**src/rtl/alu_arbiter.sv**
```systemverilog
// Two-requester round-robin front end for a handshaked ALU: grants one request,
// walks the operand/result handshake with a per-wait timeout, and returns an ack.
module alu_arbiter #(
  parameter int DBITS   = 32,
  parameter int OPBITS  = 4,
  parameter int TIMEOUT = 255
) (
  input  logic              clk,
  input  logic              reset,
  input  logic              req0,
  input  logic              req1,
  input  logic [OPBITS-1:0] aluop0,
  input  logic [OPBITS-1:0] aluop1,
  input  logic [DBITS-1:0]  opa0,
  input  logic [DBITS-1:0]  opb0,
  input  logic [DBITS-1:0]  opa1,
  input  logic [DBITS-1:0]  opb1,
  output logic              ack0,
  output logic              ack1,
  output logic [DBITS-1:0]  result,
  output logic              err,
  output logic              busy,
  output logic [DBITS-1:0]  alu_op1,
  output logic [DBITS-1:0]  alu_op2,
  output logic [OPBITS-1:0] alu_aluop,
  output logic [2:0]        alu_csr_in,
  input  logic [2:0]        alu_csr_out,
  input  logic [DBITS-1:0]  alu_op3
);

  // state    | meaning
  // IDLE     | waiting for a request, result protected
  // WAIT_OP1 | waiting for ALU OP1 port ready
  // LOAD_OP1 | OP1 stable strobe
  // WAIT_OP2 | waiting for ALU OP2 port ready
  // LOAD_OP2 | OP2 stable strobe, drop result protect
  // COMPUTE  | waiting for ALU result valid
  // DONE     | ack pulse to the granted requester
  typedef enum logic [2:0] {
    IDLE, WAIT_OP1, LOAD_OP1, WAIT_OP2, LOAD_OP2, COMPUTE, DONE
  } state_t;

  localparam int CW = ($clog2(TIMEOUT + 1) < 8) ? 8 : $clog2(TIMEOUT + 1);

  state_t            state, state_nxt;
  logic              grant, grant_nxt;
  logic              last_grant, last_nxt;
  logic [CW-1:0]     cnt, cnt_nxt;
  logic [DBITS-1:0]  op1_nxt, op2_nxt, result_nxt;
  logic [OPBITS-1:0] aluop_nxt;
  logic [2:0]        csr_nxt;
  logic              err_nxt, ack0_nxt, ack1_nxt, busy_nxt;
  logic              pick, tmo;

  assign tmo = (cnt == CW'(TIMEOUT - 1));

  always_comb begin
    state_nxt  = state;
    grant_nxt  = grant;
    last_nxt   = last_grant;
    cnt_nxt    = cnt;
    op1_nxt    = alu_op1;
    op2_nxt    = alu_op2;
    aluop_nxt  = alu_aluop;
    csr_nxt    = alu_csr_in;
    result_nxt = result;
    err_nxt    = err;
    pick       = 1'b0;

    case (state)
      IDLE: begin
        csr_nxt = 3'b001;
        if (req0 || req1) begin
          // on a tie the requester not served last wins
          pick      = (req0 && req1) ? ~last_grant : req1;
          grant_nxt = pick;
          op1_nxt   = pick ? opa1 : opa0;
          op2_nxt   = pick ? opb1 : opb0;
          aluop_nxt = pick ? aluop1 : aluop0;
          err_nxt   = 1'b0;
          cnt_nxt   = '0;
          state_nxt = WAIT_OP1;
        end
      end
      WAIT_OP1: begin
        if (alu_csr_out[0]) begin
          csr_nxt   = 3'b011;
          state_nxt = LOAD_OP1;
        end else if (tmo) begin
          result_nxt = '0;
          err_nxt    = 1'b1;
          csr_nxt    = 3'b001;
          state_nxt  = DONE;
        end else begin
          cnt_nxt = cnt + 1'b1;
        end
      end
      LOAD_OP1: begin
        csr_nxt   = 3'b001;
        cnt_nxt   = '0;
        state_nxt = WAIT_OP2;
      end
      WAIT_OP2: begin
        if (alu_csr_out[1]) begin
          csr_nxt   = 3'b101;
          state_nxt = LOAD_OP2;
        end else if (tmo) begin
          result_nxt = '0;
          err_nxt    = 1'b1;
          csr_nxt    = 3'b001;
          state_nxt  = DONE;
        end else begin
          cnt_nxt = cnt + 1'b1;
        end
      end
      LOAD_OP2: begin
        csr_nxt   = 3'b000;
        cnt_nxt   = '0;
        state_nxt = COMPUTE;
      end
      COMPUTE: begin
        if (alu_csr_out[2]) begin
          result_nxt = alu_op3;
          csr_nxt    = 3'b001;
          state_nxt  = DONE;
        end else if (tmo) begin
          result_nxt = '0;
          err_nxt    = 1'b1;
          csr_nxt    = 3'b001;
          state_nxt  = DONE;
        end else begin
          cnt_nxt = cnt + 1'b1;
        end
      end
      DONE: begin
        last_nxt  = grant;
        state_nxt = IDLE;
      end
      default: state_nxt = IDLE;
    endcase

    // ack is registered, so it is high exactly during the DONE cycle
    ack0_nxt = (state_nxt == DONE) && !grant;
    ack1_nxt = (state_nxt == DONE) && grant;
    busy_nxt = (state_nxt != IDLE);
  end

  always_ff @(posedge clk) begin
    if (reset) begin
      state      <= IDLE;
      grant      <= 1'b0;
      last_grant <= 1'b1;
      cnt        <= '0;
      alu_op1    <= '0;
      alu_op2    <= '0;
      alu_aluop  <= '0;
      alu_csr_in <= 3'b001;
      result     <= '0;
      err        <= 1'b0;
      ack0       <= 1'b0;
      ack1       <= 1'b0;
      busy       <= 1'b0;
    end else begin
      state      <= state_nxt;
      grant      <= grant_nxt;
      last_grant <= last_nxt;
      cnt        <= cnt_nxt;
      alu_op1    <= op1_nxt;
      alu_op2    <= op2_nxt;
      alu_aluop  <= aluop_nxt;
      alu_csr_in <= csr_nxt;
      result     <= result_nxt;
      err        <= err_nxt;
      ack0       <= ack0_nxt;
      ack1       <= ack1_nxt;
      busy       <= busy_nxt;
    end
  end

endmodule

```
**config.mk**
```make
export PLATFORM = sky130hd
export DESIGN_NAME = alu_arbiter
export DESIGN_NICKNAME = d
export VERILOG_FILES = /design/src/rtl/alu_arbiter.sv
export SDC_FILE = /design/constraint.sdc
export NUM_CORES = 1
export LEC_CHECK = 0
export ABC_AREA = 1
export BUFFER_PORTS_ARGS = -buffer_cell sky130_fd_sc_hd__buf_2
export CORE_ASPECT_RATIO = 0.5
export CORE_MARGIN = 3
export CORE_UTILIZATION = 30
export CTS_BUF_LIST = sky130_fd_sc_hd__clkbuf_16
export DETAILED_ROUTE_END_ITERATION = 8
export PLACE_DENSITY = 0.62
export RECOVER_POWER = 100
export SLEW_MARGIN = 10
export SYNTH_ARGS = -nofsm -noshare
export SYNTH_HDL_FRONTEND = slang
export SYNTH_SLANG_ARGS = --single-unit
```
**constraint.sdc**
```tcl
create_clock -name clk -period 4.2 [get_ports clk]
set_input_delay 0.84 -clock clk [delete_from_list [all_inputs] [get_ports clk]]
set_output_delay 0.84 -clock clk [all_outputs]
set_load 0.01 [all_outputs]
```
==> results.json, run 1 <==
{
  "result_of_the_run": "finished with violations",
  "failed_checks": "capacitance limit, slew limit",
  "count_of_unique_library_cells_instantiated_by_yosys": 26,
  "ir_worst_vdd_v": 0.000295,
  "htree_levels": 4,
  "detail_route.drc_violations": 0,
  "cts_setup_buffers": 0,
  "cts_resized": 0,
  "clock.fmax_mhz": 306,
  "firstDrtPassIters": 5,
  "report.final.setup_viol": 0,
  "antenna_violations_before_repair": 0,
  "synth_flop_cell": "dfxtp_1",
  "skew_ns": 0.00723,
  "mostFrequentLayoutCells": "nand2_1, buf_2, nor2_1",
  "seq_area_frac_synth_pct": 46.0,
  "slowest_cell_delay_on_critical_path_ns": 0.99,
  "cts_buffers": 17,
  "floorplan.die_area_um2": 19100,
  "post-route-period-util_pct": 77.7,
  "final_antenna_net_count": 0,
  "crit_arrival_ns": 3.46,
  "hpwl_um": 12400,
  "nets": 1202,
  "cts.path.max_buffers": 2,
  "slack_of_the_worst_reg_to_reg_path_ns": 1.08,
  "route.detailed.wl_per_inst_um": 13.8,
  "postSynthNetCount": 945,
  "timing.slew.headroom_pct": -13.2,
  "die_width_um": 193,
  "ios": 282,
  "fillCellCount": 1842,
  "synth-warning-count": 0,
  "slew_worst_pin_ns": 1.70,
  "timing.critical_path.from_type": "input port",
  "vias": 5847,
  "crit_path_frequent_cell": "nor2_1",
  "dp_slack_ns": 1.11,
  "synth_area_per_cell_um2": 6.79,
  "cts_tree": "yes",
  "placedCellCount": 1233,
  "worst_setup_hold_path_clk_slew_ns": 0.06,
  "worst_skew_pair.late_latency_ns": 0.40,
  "routed_wl_um": 17400,
  "postCtsHoldBufs": 0,
  "cap_viol_max_count": 1,
  "sink_count": 120,
  "setup_slack_ns": 0.936,
  "place.port_buffers": 281,
  "critPathCaptureType": "flip-flop",
  "number_of_synthesized_flops_with_an_enable_pin": 0,
  "final_max_slew_viol_count": 35,
  "async_flop_share_pct": 0,
  "final-instance-count-excl-fill": 1265,
  "insertedDiodeCount": 0,
  "worst_path_dominant_cell_family": "buffers and inverters",
  "ctsRootBufferMaster": "clkbuf_16",
  "floorplan.initialDensity_pct": 31.3,
  "crit_required_ns": 4.39,
  "critPathKind": "input port to flip-flop",
  "detail_route.vias_per_cell": 4.62,
  "rows": 33,
  "area_growth_pct": 36.4,
  "netlist_area_um2": 5220,
  "synthCells": 768,
  "leakage_nw": 3.00,
  "synth.ff_latch_count": 120,
  "critical-path-slowest-cell": "clkbuf_2",
  "most_frequent_standard_cell_in_the_layout_excluding_fill_and_tap_cells": "nand2_1",
  "finalSetupTns_ns": 0,
  "hold_violations": 0,
  "crit_chain": "clkbuf_1, nor2_1, nor3_1, clkinvlp_2, clkbuf_2, buf_4, nor2_1, o21ai_0, a21oi_1",
  "worst-path-max-fanout": 71,
  "grt.total_usage_pct": 17.7,
  "grt_max_degree": 80,
  "first_pass_grt_wire_length_um": 27200,
  "drive_above_1_share_pct": 20.6,
  "grt_pass1_vias": 5448,
  "grt_overflow_total": 0,
  "final.min_clock_period_ns": 3.26,
  "powerDensity_nw_per_um2": 440,
  "worst-path-buf-inv": 4,
  "grt_setup_unrepaired": "false",
  "die_h_um": 99.3,
  "finalWeightedCongestion": 0.859,
  "coreArea_um2": 16700,
  "hold_crit_path_type": "flip-flop to flip-flop",
  "drt_iter0_markers": 426
}
-- state kept, by name, summed over array words and instances, names as in the netlist --
register and cells:
ack0 1, ack1 1, alu_aluop 4, alu_csr_in 3, alu_op1 32, alu_op2 32, busy 1, cnt 8
err 1, grant 1, last_grant 1, result 32, state 3
-- worst register-to-register path: cells and delay by family, from the launching register on --
family,cells,cell delay (ns)
AND/OR/NAND/NOR,2,0.29
buffers and inverters,3,1.84
AO/OA/AOI/OAI,2,0.19
flip-flops,1,0.58
-- synth_stat cells (2+ instances only) --
library cell | number | area, um^2
nand2_1 | 193 | 724
nor2_1 | 151 | 567
dfxtp_1 | 120 | 2400
a21oi_1 | 114 | 571
o21ai_1 | 61 | 305
clkbuf_1 | 27 | 101
inv_1 | 24 | 90.1
nand3_1 | 23 | 115
buf_2 | 18 | 90.1
o21ai_0 | 13 | 65.1
nand4_1 | 5 | 31.3
ha_1 | 2 | 25.0
inv_2 | 2 | 7.51
nor2_2 | 2 | 12.5
o21bai_1 | 2 | 15.0
-- where the power goes --
group / internal [mW] / switching, mW
clock: 0.752 / 0.547
sequential: 1.23 / 0.0528
combinational: 0.203 / 0.344
total: 2.18 / 0.943
-- metal layers --
layer | global-route usage [%] | wire length [um]
met1 | 20.8 | 7410
met2 | 31.7 | 8880
met3 | 3.80 | 665
met4 | 6.43 | 462
met5 | 0 | 0
-- area by class of cell --
| type | instances | area, um^2 | share of cell area, % |
|---|---|---|---|
| Inverter | 26 | 98.8 | 1.39 |
| Clock inverter | 15 | 105 | 1.48 |
| Clock buffer | 17 | 425 | 5.98 |
| Tap cell | 227 | 284 | 3.99 |
| Multi-Input combinational cell | 574 | 2490 | 35.1 |
| Timing Repair Buffer | 286 | 1310 | 18.3 |
| Sequential cell | 120 | 2400 | 33.8 |
-- stage by stage --
step	util, %	hold WS [ns]	instance area (um^2)	total power [mW]
after CTS	43.6	0.458	7270	3.20
after global placement	40.4	0.444	6740	1.87
after global routing	42.7	0.473	7120	3.32
final	42.7	0.460	7120	3.13
after floorplan	-	0.435	5220	1.65
after detailed placement	40.4	0.449	6740	1.88
-- final timing paths --
check / from / endpoint / cells after the start
worst max-delay path: req1 / alu_op2[3] / 9
worst min-delay path: result[25] / result[25] / 2
worst max register to register: state[0] / alu_op2[3] / 7
worst min register to register: result[25] / result[25] / 2
-- kinds of logic (layout without fill, tap and decap cells) --
family          Yosys count  count (layout)  synth area share [%]
xor+xnor                  1               1                 0.168
simple gates            379             379                  28.8
flops                   120             120                  46.0
buf+inv                  74             344                  5.97
fa+ha+maj                 2               2                 0.480
compound gates          192             192                  18.6
Power figures use the tool's default switching activity.
==> inputs of run 2 (changes only) <==
--- a/config.mk
+++ b/config.mk
@@ -5,14 +5,14 @@
 export SDC_FILE = /design/constraint.sdc
 export NUM_CORES = 1
 export LEC_CHECK = 0
-export ABC_AREA = 1
+export ABC_AREA = 0
 export BUFFER_PORTS_ARGS = -buffer_cell sky130_fd_sc_hd__buf_2
 export CORE_ASPECT_RATIO = 0.5
 export CORE_MARGIN = 3
 export CORE_UTILIZATION = 30
 export CTS_BUF_LIST = sky130_fd_sc_hd__clkbuf_16
 export DETAILED_ROUTE_END_ITERATION = 8
-export PLACE_DENSITY = 0.62
+export PLACE_DENSITY = 0.63
 export RECOVER_POWER = 100
 export SLEW_MARGIN = 10
 export SYNTH_ARGS = -nofsm -noshare
==> constraint.sdc (replaced) <==
create_clock -name clk -period 3.03 [get_ports clk]
set_input_delay 0.606 -clock clk [delete_from_list [all_inputs] [get_ports clk]]
set_output_delay 0.606 -clock clk [all_outputs]
set_load 0.01 [all_outputs]
==> run 2 against run 1 <==
The run now ends clean. Core utilization hardly changed. Register-to-register slack worse by 0.48 ns. Final area is 0.42% lower. Die area is 0.96% lower. Clock skew is 0.0014 ns lower. Global-route usage is 2.6 points lower. Clock-buffer cell count stayed put. Clock power is 52% higher.
==> results.json, run 2 <==
{
  "crit_required_ns": 3.36,
  "hold_crit_path_type": "input port to flip-flop",
  "die_h_um": 98.8,
  "synth-warning-count": 0,
  "nets": 983,
  "crit_chain": "inv_1, ha_1, nand3_1, nor2_1, o211ai_1, buf_4, a22oi_1, nor2_1",
  "grt_setup_unrepaired": "false",
  "cts.path.max_buffers": 2,
  "ios": 282,
  "detail_route.drc_violations": 0,
  "ir_worst_vdd_v": 0.000381,
  "worst_skew_pair.late_latency_ns": 0.40,
  "result_of_the_run": "finished, final reports clean",
  "floorplan.die_area_um2": 18900,
  "number_of_synthesized_flops_with_an_enable_pin": 0,
  "hold_violations": 0,
  "cts_buffers": 17,
  "insertedDiodeCount": 0,
  "cap_viol_max_count": 0,
  "route.detailed.wl_per_inst_um": 13.9,
  "worst-path-max-fanout": 22,
  "synthTopCellsByArea": "dfxtp_1, mux2i_1, a211oi_1, nor2_1, a22oi_1",
  "finalWeightedCongestion": 0.795,
  "firstDrtPassIters": 4,
  "vias": 4818,
  "sink_count": 120,
  "grt.total_usage_pct": 15.0,
  "count_of_unique_library_cells_instantiated_by_yosys": 47,
  "finalPower_mw": 4.45,
  "grt_overflow_total": 0,
  "synthCells": 543,
  "synth.most_common_cell": "dfxtp_1",
  "clock.fmax_mhz": 412,
  "ys_top_cells_by_count": "dfxtp_1, nor2_1, mux2i_1, a211oi_1, a22oi_1",
  "drive_above_1_share_pct": 26.9,
  "cts_setup_buffers": 0,
  "ctsRootBufferMaster": "clkbuf_16",
  "grt_max_degree": 68,
  "hpwl_um": 10600,
  "floorplan.initialDensity_pct": 31.1,
  "critical-path-slowest-cell": "o211ai_1",
  "crit_path_frequent_cell": "nor2_1",
  "post-synth-top-area-fraction_pct": 46.5,
  "netlist_area_um2": 5160,
  "synth_area_per_cell_um2": 9.51,
  "final_max_slew_viol_count": 0,
  "synth_top_area_cell": "dfxtp_1",
  "worst_path_dominant_cell_family": "compound AO/OA/AOI/OAI gates",
  "cts_resized": 0,
  "drt_iter0_markers": 172,
  "worst-path-buf-inv": 2,
  "timing.slew.headroom_pct": 43.3,
  "htree_levels": 4,
  "synth_flop_cell": "dfxtp_1",
  "die_width_um": 192,
  "skew_ns": 0.00581,
  "coreArea_um2": 16600,
  "most_frequent_standard_cell_in_the_layout_excluding_fill_and_tap_cells": "buf_2",
  "place.port_buffers": 281,
  "cts_tree": "yes",
  "final.min_clock_period_ns": 2.43,
  "slowest_cell_delay_on_critical_path_ns": 0.72,
  "worst_setup_hold_path_clk_slew_ns": 0.06,
  "postSynthNetCount": 720,
  "antenna_violations_before_repair": 1,
  "critPathKind": "flip-flop to flip-flop",
  "layout.cell_area.non_filler_um2": 7090,
  "area_growth_pct": 37.2,
  "biggestRegsByFlops": "alu_op1 x32, alu_op2 x32, result x32",
  "first_pass_grt_wire_length_um": 22800,
  "critPathCaptureType": "flip-flop",
  "leakage_nw": 2.86,
  "timing.critical_path.from_type": "flip-flop",
  "async_flop_share_pct": 0,
  "grt_pass1_vias": 4613,
  "routed_wl_um": 14500,
  "post-route-period-util_pct": 80.2,
  "synth.ff_latch_count": 120,
  "report.final.setup_viol": 0,
  "postCtsHoldBufs": 0,
  "slew_worst_pin_ns": 0.846,
  "placed_area_um2": 6720,
  "powerDensity_nw_per_um2": 628,
  "final_antenna_net_count": 0,
  "rows": 33,
  "seq_area_frac_synth_pct": 46.5,
  "crit_arrival_ns": 2.76,
  "finalSetupTns_ns": 0,
  "detail_route.vias_per_cell": 4.61,
  "mostFrequentLayoutCells": "buf_2, dfxtp_1, nor2_1"
}
==> run 2: area by class of cell <==
type	count	area (um^2)
Multi-Input combinational cell	373	2470
Sequential cell	120	2400
Inverter	4	15.0
Tap cell	227	284
Fill cell	1736	9510
Clock buffer	17	425
Timing Repair Buffer	290	1340
Clock inverter	15	154
==> run 2: cells by family after synthesis <==
group                      share of synthesized area, %
adders and majority gates                         0.484
and+or+nand+nor                                    14.8
xor gates and xnor gates                          0.848
buffers and inverters                              4.97
AOI/OAI and AO/OA                                  18.8
muxes                                              13.6
DFF                                                46.5
==> run 2: worst paths after layout <==
path | startpoint | end | slack, ns | depth (start not counted)
worst max-delay path | cnt[0] | result[20] | 0.60 | 8
worst min-delay path | alu_op3[14] | result[14] | 0.45 | 3
worst max register to register | cnt[0] | result[20] | 0.60 | 8
worst min register to register | alu_csr_in[1] | alu_csr_in[1] | 0.49 | 2
==> run 2: per-layer routing <==
| metal | track usage, % | share of wire, % |
|---|---|---|
| met1 | 17.8 | 42 |
| met2 | 26.9 | 52 |
| met3 | 3.59 | 4.1 |
| met4 | 4.79 | 1.1 |
| met5 | 0 | 0.090 |
==> run 2: metrics by stage <==
| stage | hold slack, ns | setup slack [ns] | utilization, % | cells |
|---|---|---|---|---|
| 2_1_floorplan | 0.444 | 1.29 | - | 543 |
| 3_3_place_gp | 0.469 | 0.786 | 40.5 | 1014 |
| 3_5_place_dp | 0.474 | 0.692 | 40.5 | 1014 |
| 4_1_cts | 0.426 | 0.666 | 43.9 | 1046 |
| 5_1_grt | 0.435 | 0.361 | 42.7 | 1046 |
| 6_report | 0.449 | 0.600 | 42.7 | 1046 |
==> run 2: power breakdown <==
group / switching [mW] / internal, mW
logic: 0.409 / 0.293
registers: 0.0714 / 1.71
clock network: 0.759 / 1.21
==> run 2: worst reg2reg max path: cells and delay by family (launching register included) <==
family / cells / cell delay [ns]
simple gates: 3 / 0.46
fa+ha+maj: 1 / 0.19
compound gates: 2 / 0.83
buf+inv: 2 / 0.47
flops: 1 / 0.41
